<file path="config.mk">
export PLATFORM = sky130hd
export DESIGN_NAME = dpa_pix_scaler
export DESIGN_NICKNAME = d
export VERILOG_FILES = /design/src/rtl/dpa_pkg.sv /design/src/rtl/dpa_ch_avg4.sv /design/src/rtl/dpa_pix_scaler.sv
export SDC_FILE = /design/constraint.sdc
export NUM_CORES = 1
export LEC_CHECK = 0
export ABC_CLOCK_PERIOD_IN_PS = 3980
export CORE_ASPECT_RATIO = 1.1
export CORE_MARGIN = 2
export CORE_UTILIZATION = 60
export CTS_CLUSTER_SIZE = 14
export DETAILED_ROUTE_END_ITERATION = 16
export PLACE_DENSITY = 0.93
export SLEW_MARGIN = 10
export SYNTH_ARGS = -nofsm -noshare
export SYNTH_HDL_FRONTEND = slang
export SYNTH_SLANG_ARGS = --single-unit
</file>
<file path="constraint.sdc">
create_clock -name clk -period 3.98 [get_ports clk]
set_input_delay 0.796 -clock clk [delete_from_list [all_inputs] [get_ports clk]]
set_output_delay 0.796 -clock clk [all_outputs]
set_load 0.01 [all_outputs]
</file>
<file path="src/rtl/dpa_pkg.sv">
// Shared definitions for the DPA pixel scaler: photo size codes, frame size,
// scaler FSM states and the colour channel width.
package dpa_pkg;

    localparam int CH_W   = 8;
    localparam int FB_PIX = 65536;

    localparam logic [1:0] SZ_128 = 2'b01;
    localparam logic [1:0] SZ_256 = 2'b10;
    localparam logic [1:0] SZ_512 = 2'b11;

    typedef enum logic [1:0] {
        IDLE      = 2'd0,
        COLLECT   = 2'd1,
        REPLICATE = 2'd2
    } scaler_state_t;

endpackage

</file>
<file path="src/rtl/dpa_ch_avg4.sv">
// One colour channel of the 2x2 averager. Keeps a 10-bit running sum of the
// first three pixels of a group and presents the average of all four on the
// cycle the fourth pixel arrives.
// DPA_SCALER_ROUND_EN defined: round-half-up ((sum+2)>>2); otherwise truncate.
module dpa_ch_avg4
    import dpa_pkg::*;
(
    input  logic            clk,
    input  logic            reset,
    input  logic            clear,
    input  logic            add,
    input  logic            last,
    input  logic [CH_W-1:0] din,
    output logic [CH_W-1:0] avg
);

    logic [CH_W+1:0] sum;
    logic [CH_W+1:0] total;
    logic [CH_W+1:0] rounded;

    // Four 8-bit values sum to at most 1020, and 1020+2 still fits in 10 bits.
    assign total = sum + {2'b00, din};

`ifdef DPA_SCALER_ROUND_EN
    assign rounded = total + (CH_W+2)'(2);
`else
    assign rounded = total;
`endif

    assign avg = CH_W'(rounded >> 2);

    // Running sum; restarts after each complete group or while the scaler is idle.
    always_ff @(posedge clk) begin
        if (reset || clear) begin
            sum <= '0;
        end else if (add) begin
            sum <= last ? '0 : total;
        end
    end

endmodule

</file>
<file path="src/rtl/dpa_pix_scaler.sv">
// Pixel-rate scaler from the image-memory read stream to the 256x256 frame
// buffer: 512 photos are 2x2 averaged, 256 photos pass through, 128 photos are
// replicated four times. Rounding of the average is selected by the
// DPA_SCALER_ROUND_EN macro (see dpa_ch_avg4).
module dpa_pix_scaler
    import dpa_pkg::*;
#(
    parameter int FB_PIX = dpa_pkg::FB_PIX
) (
    input  logic        clk,
    input  logic        reset,
    input  logic        start,
    input  logic [1:0]  size,
    input  logic        in_valid,
    output logic        in_ready,
    input  logic [23:0] in_pix,
    output logic        out_valid,
    input  logic        out_ready,
    output logic [23:0] out_pix,
    output logic        busy,
    output logic        frame_done
);

    localparam logic [15:0] LAST_CNT = 16'(FB_PIX - 1);

    scaler_state_t state;
    scaler_state_t next_state;

    logic [1:0]  mode;
    logic [1:0]  in_cnt;
    logic [1:0]  rep_cnt;
    logic [15:0] out_cnt;
    logic        in_fire;
    logic        out_fire;
    logic        last_out;
    logic [23:0] avg_pix;

    assign out_fire = out_valid && out_ready;
    assign last_out = (out_cnt == LAST_CNT);

    // Three identical channel averagers, R in [23:16], G in [15:8], B in [7:0].
    for (genvar ch = 0; ch < 3; ch++) begin : g_avg
        dpa_ch_avg4 u_avg (
            .clk   (clk),
            .reset (reset),
            .clear (state == IDLE),
            .add   (in_fire && (mode == SZ_512)),
            .last  (in_cnt == 2'd3),
            .din   (in_pix[ch*CH_W +: CH_W]),
            .avg   (avg_pix[ch*CH_W +: CH_W])
        );
    end

    // State register.
    always_ff @(posedge clk) begin
        if (reset) begin
            state <= IDLE;
        end else begin
            state <= next_state;
        end
    end

    // Next state and input handshake; no input is taken once the final frame pixel is pending.
    always_comb begin
        next_state = state;
        in_ready   = (state == COLLECT) && (!out_valid || out_ready) && !(out_valid && last_out);
        in_fire    = in_valid && in_ready;
        case (state)
            IDLE: begin
                if (start) begin
                    next_state = COLLECT;
                end
            end
            COLLECT: begin
                if (out_fire && last_out) begin
                    next_state = IDLE;
                end else if (in_fire && (mode == SZ_128)) begin
                    next_state = REPLICATE;
                end
            end
            REPLICATE: begin
                if (out_fire && last_out) begin
                    next_state = IDLE;
                end else if (out_fire && (rep_cnt == 2'd0)) begin
                    next_state = COLLECT;
                end
            end
            default: begin
                next_state = IDLE;
            end
        endcase
    end

    // Datapath: consume first, then a new result overrides so back-to-back outputs have no bubble.
    always_ff @(posedge clk) begin
        if (reset) begin
            mode       <= SZ_256;
            out_valid  <= 1'b0;
            out_pix    <= '0;
            busy       <= 1'b0;
            frame_done <= 1'b0;
            in_cnt     <= '0;
            rep_cnt    <= '0;
            out_cnt    <= '0;
        end else begin
            frame_done <= 1'b0;

            if ((state == IDLE) && start) begin
                mode    <= (size == 2'b00) ? SZ_256 : size;
                busy    <= 1'b1;
                in_cnt  <= '0;
                rep_cnt <= '0;
            end

            if (out_fire) begin
                if (last_out) begin
                    out_cnt    <= '0;
                    frame_done <= 1'b1;
                    busy       <= 1'b0;
                    out_valid  <= 1'b0;
                    rep_cnt    <= '0;
                    in_cnt     <= '0;
                end else begin
                    out_cnt <= out_cnt + 16'd1;
                    if ((state == REPLICATE) && (rep_cnt != 2'd0)) begin
                        rep_cnt <= rep_cnt - 2'd1;
                    end else begin
                        out_valid <= 1'b0;
                    end
                end
            end

            if (in_fire) begin
                case (mode)
                    SZ_512: begin
                        in_cnt <= in_cnt + 2'd1;
                        if (in_cnt == 2'd3) begin
                            out_pix   <= avg_pix;
                            out_valid <= 1'b1;
                        end
                    end
                    SZ_128: begin
                        out_pix   <= in_pix;
                        out_valid <= 1'b1;
                        rep_cnt   <= 2'd3;
                    end
                    default: begin
                        out_pix   <= in_pix;
                        out_valid <= 1'b1;
                    end
                endcase
            end
        end
    end

endmodule

</file>
; Word-level counts from Yosys, hierarchy flattened
; Cells that the tools add are included.
; Widths: inputs -> output; s select.
[word_totals]
n_memories = 0
output_inout_bits = 28
ram_bits = 0
regBits = 81
mem_bits_ro = 0
elab_cells = 85
inputBits = 31
latchBits = 0
[op_classes]
multipliers = 0
add_sub_neg = 6
bitwise_logic = 1
n_shift = 0
n_mux = 34
magnitude_cmp = 0
n_eq_ne = 10
n_div = 0
n_reduce_logical = 22
[ops]
columns = op, n
row1 = $mux 24, 2
row2 = $mux 2, 17
row3 = $add 10x8->10, 3
row4 = $mux 10, 3
row5 = $add 16x1->16 const B, 1
row6 = $eq 16x16->1 const B, 1
row7 = $mux 16, 1
row8 = $logic_and 1x1->1, 11
row9 = $mux 1, 10
row10 = $eq 2x2->1 const B, 3
row11 = $logic_not 2->1, 3
row12 = $pmux 2 s3, 1
row13 = $eq 2x1->1 const B, 2
row14 = $ne 3x1->1 const B, 1
row15 = $ne 3x3->1 const B, 1
row16 = $reduce_and 3->1, 1
row17 = $add 2x1->2 const B, 1
row18 = $logic_not 1->1, 2
row19 = $logic_or 1x1->1, 2
row20 = $ne 2x1->1 const B, 1
row21 = $ne 2x2->1 const B, 1
row22 = $reduce_and 2->1, 1
row23 = $reduce_bool 2->1, 1
row24 = $reduce_or 2->1, 1
row25 = 2 further kinds, 2

; Logic depth before layout (Yosys ltp)
[logic_depth]
depth_word = 9
mapped_depth = 8
mapped_depth_nobuf = 8

; By module
; A second synthesis with hierarchy kept.
[unflattened]
cells_unflattened = 596
area_unflattened_um2 = 4948.5
[by_module_without_submodules]
columns = module, instances, cells_each, seq_area_each_um2, area_each_um2
row1 = dpa_pix_scaler, 1, 294, 1021.0, 2383.5
row2 = dpa_ch_avg4 (g_avg[0].u_avg ...), 2, 95, 200.2, 837.1
row3 = dpa_ch_avg4 (g_avg[1].u_avg), 1, 112, 200.2, 890.9

; Worst setup path before layout
; OpenSTA, ideal clock, no wires.
[synth_timing]
kind = input -> register
startpoint = input in_pix[16]
endpoint = register out_pix[22]
arrival_time_ps = 2342
path_slack_ps = 1547
stages = 8
setup_time_ps = 91
required_ps = 3889
path_buffers = 0
path_cell_list = ha_1 fa_1 a21oi_1 o211ai_1 o221ai_1 xnor2_1 nand2_1 a311oi_1
[synth_between]
elab_chain_cells = 3
[synth_lines]
columns = item, line
row1 = from (decl), dpa_pix_scaler.sv:16  ; input logic [23:0] in_pix,
row2 = $add 10x8->10, dpa_ch_avg4.sv:22  ; assign total = sum + {2'b00, din};
row3 = $mux 24, dpa_pix_scaler.sv:137  ; if (in_cnt == 2'd3) begin
row4 = $mux 24, dpa_pix_scaler.sv:134  ; case (mode)
row5 = to (signal assigned), dpa_pix_scaler.sv:138  ; out_pix <= avg_pix;
row6 = to (signal assigned), dpa_pix_scaler.sv:143  ; out_pix <= in_pix;
row7 = to (signal assigned), dpa_pix_scaler.sv:148  ; out_pix <= in_pix;
row8 = to (decl), dpa_pix_scaler.sv:19  ; output logic [23:0] out_pix,
; No other way between the ends. The select of a mux whose other input is x is not followed.
; A chain may end at the register's enable or synchronous reset.

; Final worst setup path
[layout_timing]
startpoint = register out_cnt[11]
endpoint = output in_ready
[layout_between]
elab_chain_cells = 4
[layout_lines]
columns = item, line
row1 = from (decl), dpa_pix_scaler.sv:32  ; logic [15:0] out_cnt;
row2 = from (signal assigned), dpa_pix_scaler.sv:124  ; out_cnt <= out_cnt + 16'd1;
row3 = $eq 16x16->1, dpa_pix_scaler.sv:39  ; assign last_out = (out_cnt == LAST_CNT);
row4 = $logic_and 1x1->1, dpa_pix_scaler.sv:66  ; in_ready = (state == COLLECT) && (!out_valid || out_ready) && !(out_valid && last_out);
row5 = $logic_not 1->1, dpa_pix_scaler.sv:66
row6 = $logic_and 1x1->1, dpa_pix_scaler.sv:66
row7 = to (decl), dpa_pix_scaler.sv:15  ; output logic in_ready,
; No other way between the ends.

==> out/metrics.cfg <==
[setup_path]
slowest_delay_ns=0.49
worstPathRequired_ns=3.18
crit_slowest_cell=clkdlybuf4s50_1
cp-start-kind=flop
path_cells=nand4_1 -> nor4_4 -> nand2b_1 -> a21oi_1 -> clkdlybuf4s50_1
crit_path_end_kind=output pin
crit_buf_inv=1
critPathTopFamily=simple AND/OR/NAND/NOR gates
critPathArrivalTime_ns=2.15
crit_path_max_fanout=5
setup.worst_path.class=flop to output pin

[cells_and_area]
area_growth_pct=19.2
diodes=0
final_nets=637
drive_gt1_share_pct=6.20
post-route-util_pct=74.3
finalNonFillerCells=666
design_area_sq_mm=0.00527

[synth]
synth_nets=586
synth_top_area_cell=dfxtp_1
ys_ff_latch=81
synth_top_flop_cell=dfxtp_1
ys_async_sr_fraction_pct=0
ys_types=53
synth_warnings=0
synthTopCellsByArea=dfxtp_1 (37%), ha_1 (7.6%), nor2_1 (7.5%)
synth.top_cell.area_share_pct=36.7
ys_seq_area_share_pct=36.7
syn_avg_cell_area_sq_um=8.42
netlist_area_sq_mm=0.00442
synth_edf_count=0
syn_inst=525

[drt]
routed_wl_mm=11.4
drt-initial-drc-count=261
drc=2
routedWlPerCell_microns=17.1
vias=4254
dr.pass1.iters=11
via_per_inst=6.39
antenna_left=0

[placement]
dp_hpwl_mm=7.68
placed_cells=650
port-buffer-count=58
pre_cts_ws_ns=0.772
gp_congestion=0.926
dpl_cell_area_sq_mm=0.00502

[floorplan]
ios=59
dieArea_sq_mm=0.00807
die_h_microns=94.0
initial_core_util_pct=62.4
core_area_sq_mm=0.00709
rows=32
die_x_microns=85.8

[sta]
fmax_mhz=339
final-setup-viol-count=0
worst_clock_skew_ns=0.00806
hold_violations=0
relSlewSlack_pct=50.6
setup-tns-final_ns=0
fin_crit_sh_pct=74.1
slew_viol_final=0
finalWorstPathRequiredPeriod_ns=2.95
rsz0062_at_grt=no
holdWs_ns=0.462
finalWorstSetupSlack_ns=1.03
tightest_slew_ns=0.739

[cts]
cts_max_level=3
cts_setup_buffers=0
cts_tree=built
clock_latency_ns=0.36
cts_hold_buf=0
cts_resized=0
cts_sinks=81
cts-root-buf=clkbuf_8
cts_buffer_depth=2
numCtsBuffers=9
clk_pin_slew_worst_paths_ns=0.08

[global_route]
grt.total_usage_pct=29.4
grt_max_degree=42
grt_pass1_vias=4250
grt_pass1_wl_mm=19.1
grt_overflow=0
antenna_found_initial=0

[pwr]
ir_drop_mv=0.179
p_total_mw=1.84
power_density_mw_per_mm2=350
leakage_nw=1.98

[outcome]
failed_checks=design-rule violations
status=finished with violations

[job]
maxCapViolations=0

[worst_hold_path]
hold_class=flop to flop

layer usage:
layer,routed length (microns),GRT usage [%],vias to the layer above
met2,5760,51.5,193
met3,737,5.01,31
met1,4610,34.1,2042
met5,0,0,-
li1,-,-,1988
met4,281,15.1,0
layout make-up:
cell class | count | area [sq um]
multi-input cells | 410 | 2630
fillers | 495 | 1820
flip-flops and latches | 81 | 1620
repair buffers | 66 | 641
clock buffers | 9 | 124
clock inverters | 7 | 119
well taps | 85 | 106
inverters | 8 | 30.0
sequential cells by signal, indices dropped and copies added, names as in the netlist:
register and cells:
in_cnt 2, mode 2, frame_done 1, busy 1
state 2, out_cnt 16, g_avg.u_avg.sum 30, out_pix 24
out_valid 1, rep_cnt 2
Yosys cell counts (11+ instances only):
cell / instances
a211oi_1: 14
a21oi_1: 44
a22oi_1: 25
clkbuf_1: 11
dfxtp_1: 81
ha_1: 27
nand2_1: 49
nand3_1: 17
nand4_1: 11
nor2_1: 88
o21ai_0: 12
xnor2_1: 13
xor2_1: 22
path summary, 6_finish.rpt:
kind,start,end,slack (ns),cells after the start
setup / recovery,out_cnt[11]$_SDFFE_PP0P_,in_ready,1.03,5
hold / removal,out_pix[8]$_SDFFE_PP0P_,out_pix[8]$_SDFFE_PP0P_,0.46,2
setup reg to reg,out_cnt[0]$_SDFFE_PP0P_,g_avg[0].u_avg.sum[9]$_SDFFE_PP0P_,1.56,8
hold reg to reg,out_pix[8]$_SDFFE_PP0P_,out_pix[8]$_SDFFE_PP0P_,0.46,2
power breakdown:
group          switching, mW  internal (mW)
sequential            0.0179          0.835
clock                  0.321          0.417
combinational          0.136          0.117
total                  0.475           1.37
layout by cell type, fill, tap and decap left out, types with 2 or more instances in the layout:
cell type / count
o211ai_1: 7
clkbuf_8: 9
nand3_1: 17
o21bai_1: 4
xor2_1: 22
nand2_1: 49
nor3_1: 6
o2111ai_1: 2
nor2_1: 88
nand4b_1: 2
o21a_1: 3
a21o_1: 7
a2bb2oi_1: 2
nand2b_1: 4
and3_1: 4
xnor2_1: 13
nand3b_1: 4
fa_1: 3
and4_1: 2
a31oi_1: 2
bufinv_16: 3
or2_2: 3
clkinvlp_4: 2
a22oi_1: 25
nand4_1: 11
a21oi_1: 44
dfxtp_1: 81
a211oi_1: 14
and2_1: 2
or3_1: 7
clkdlybuf4s50_1: 58
o21ai_0: 12
inv_1: 7
buf_4: 8
a311oi_1: 8
ha_1: 27
logic make-up (layout without fill, tap and decap cells):
family	count (synthesis)	count (layout)	share of synthesized area, %
buf+inv	34	90	3.88
flops	81	81	36.7
fa+ha+maj	30	30	9.00
xor+xnor	35	35	6.94
simple gates	207	207	22.0
compound gates	138	138	21.5
worst reg2reg max path, delay by kind of cell, from the launching register on:
| family | cells | cell delay [ns] |
|---|---|---|
| buf+inv | 1 | 0.31 |
| simple gates | 5 | 1.20 |
| flops | 1 | 0.34 |
| compound gates | 1 | 0.28 |
| fa+ha+maj | 1 | 0.24 |
No activity file was read; power rests on OpenSTA's default activity.
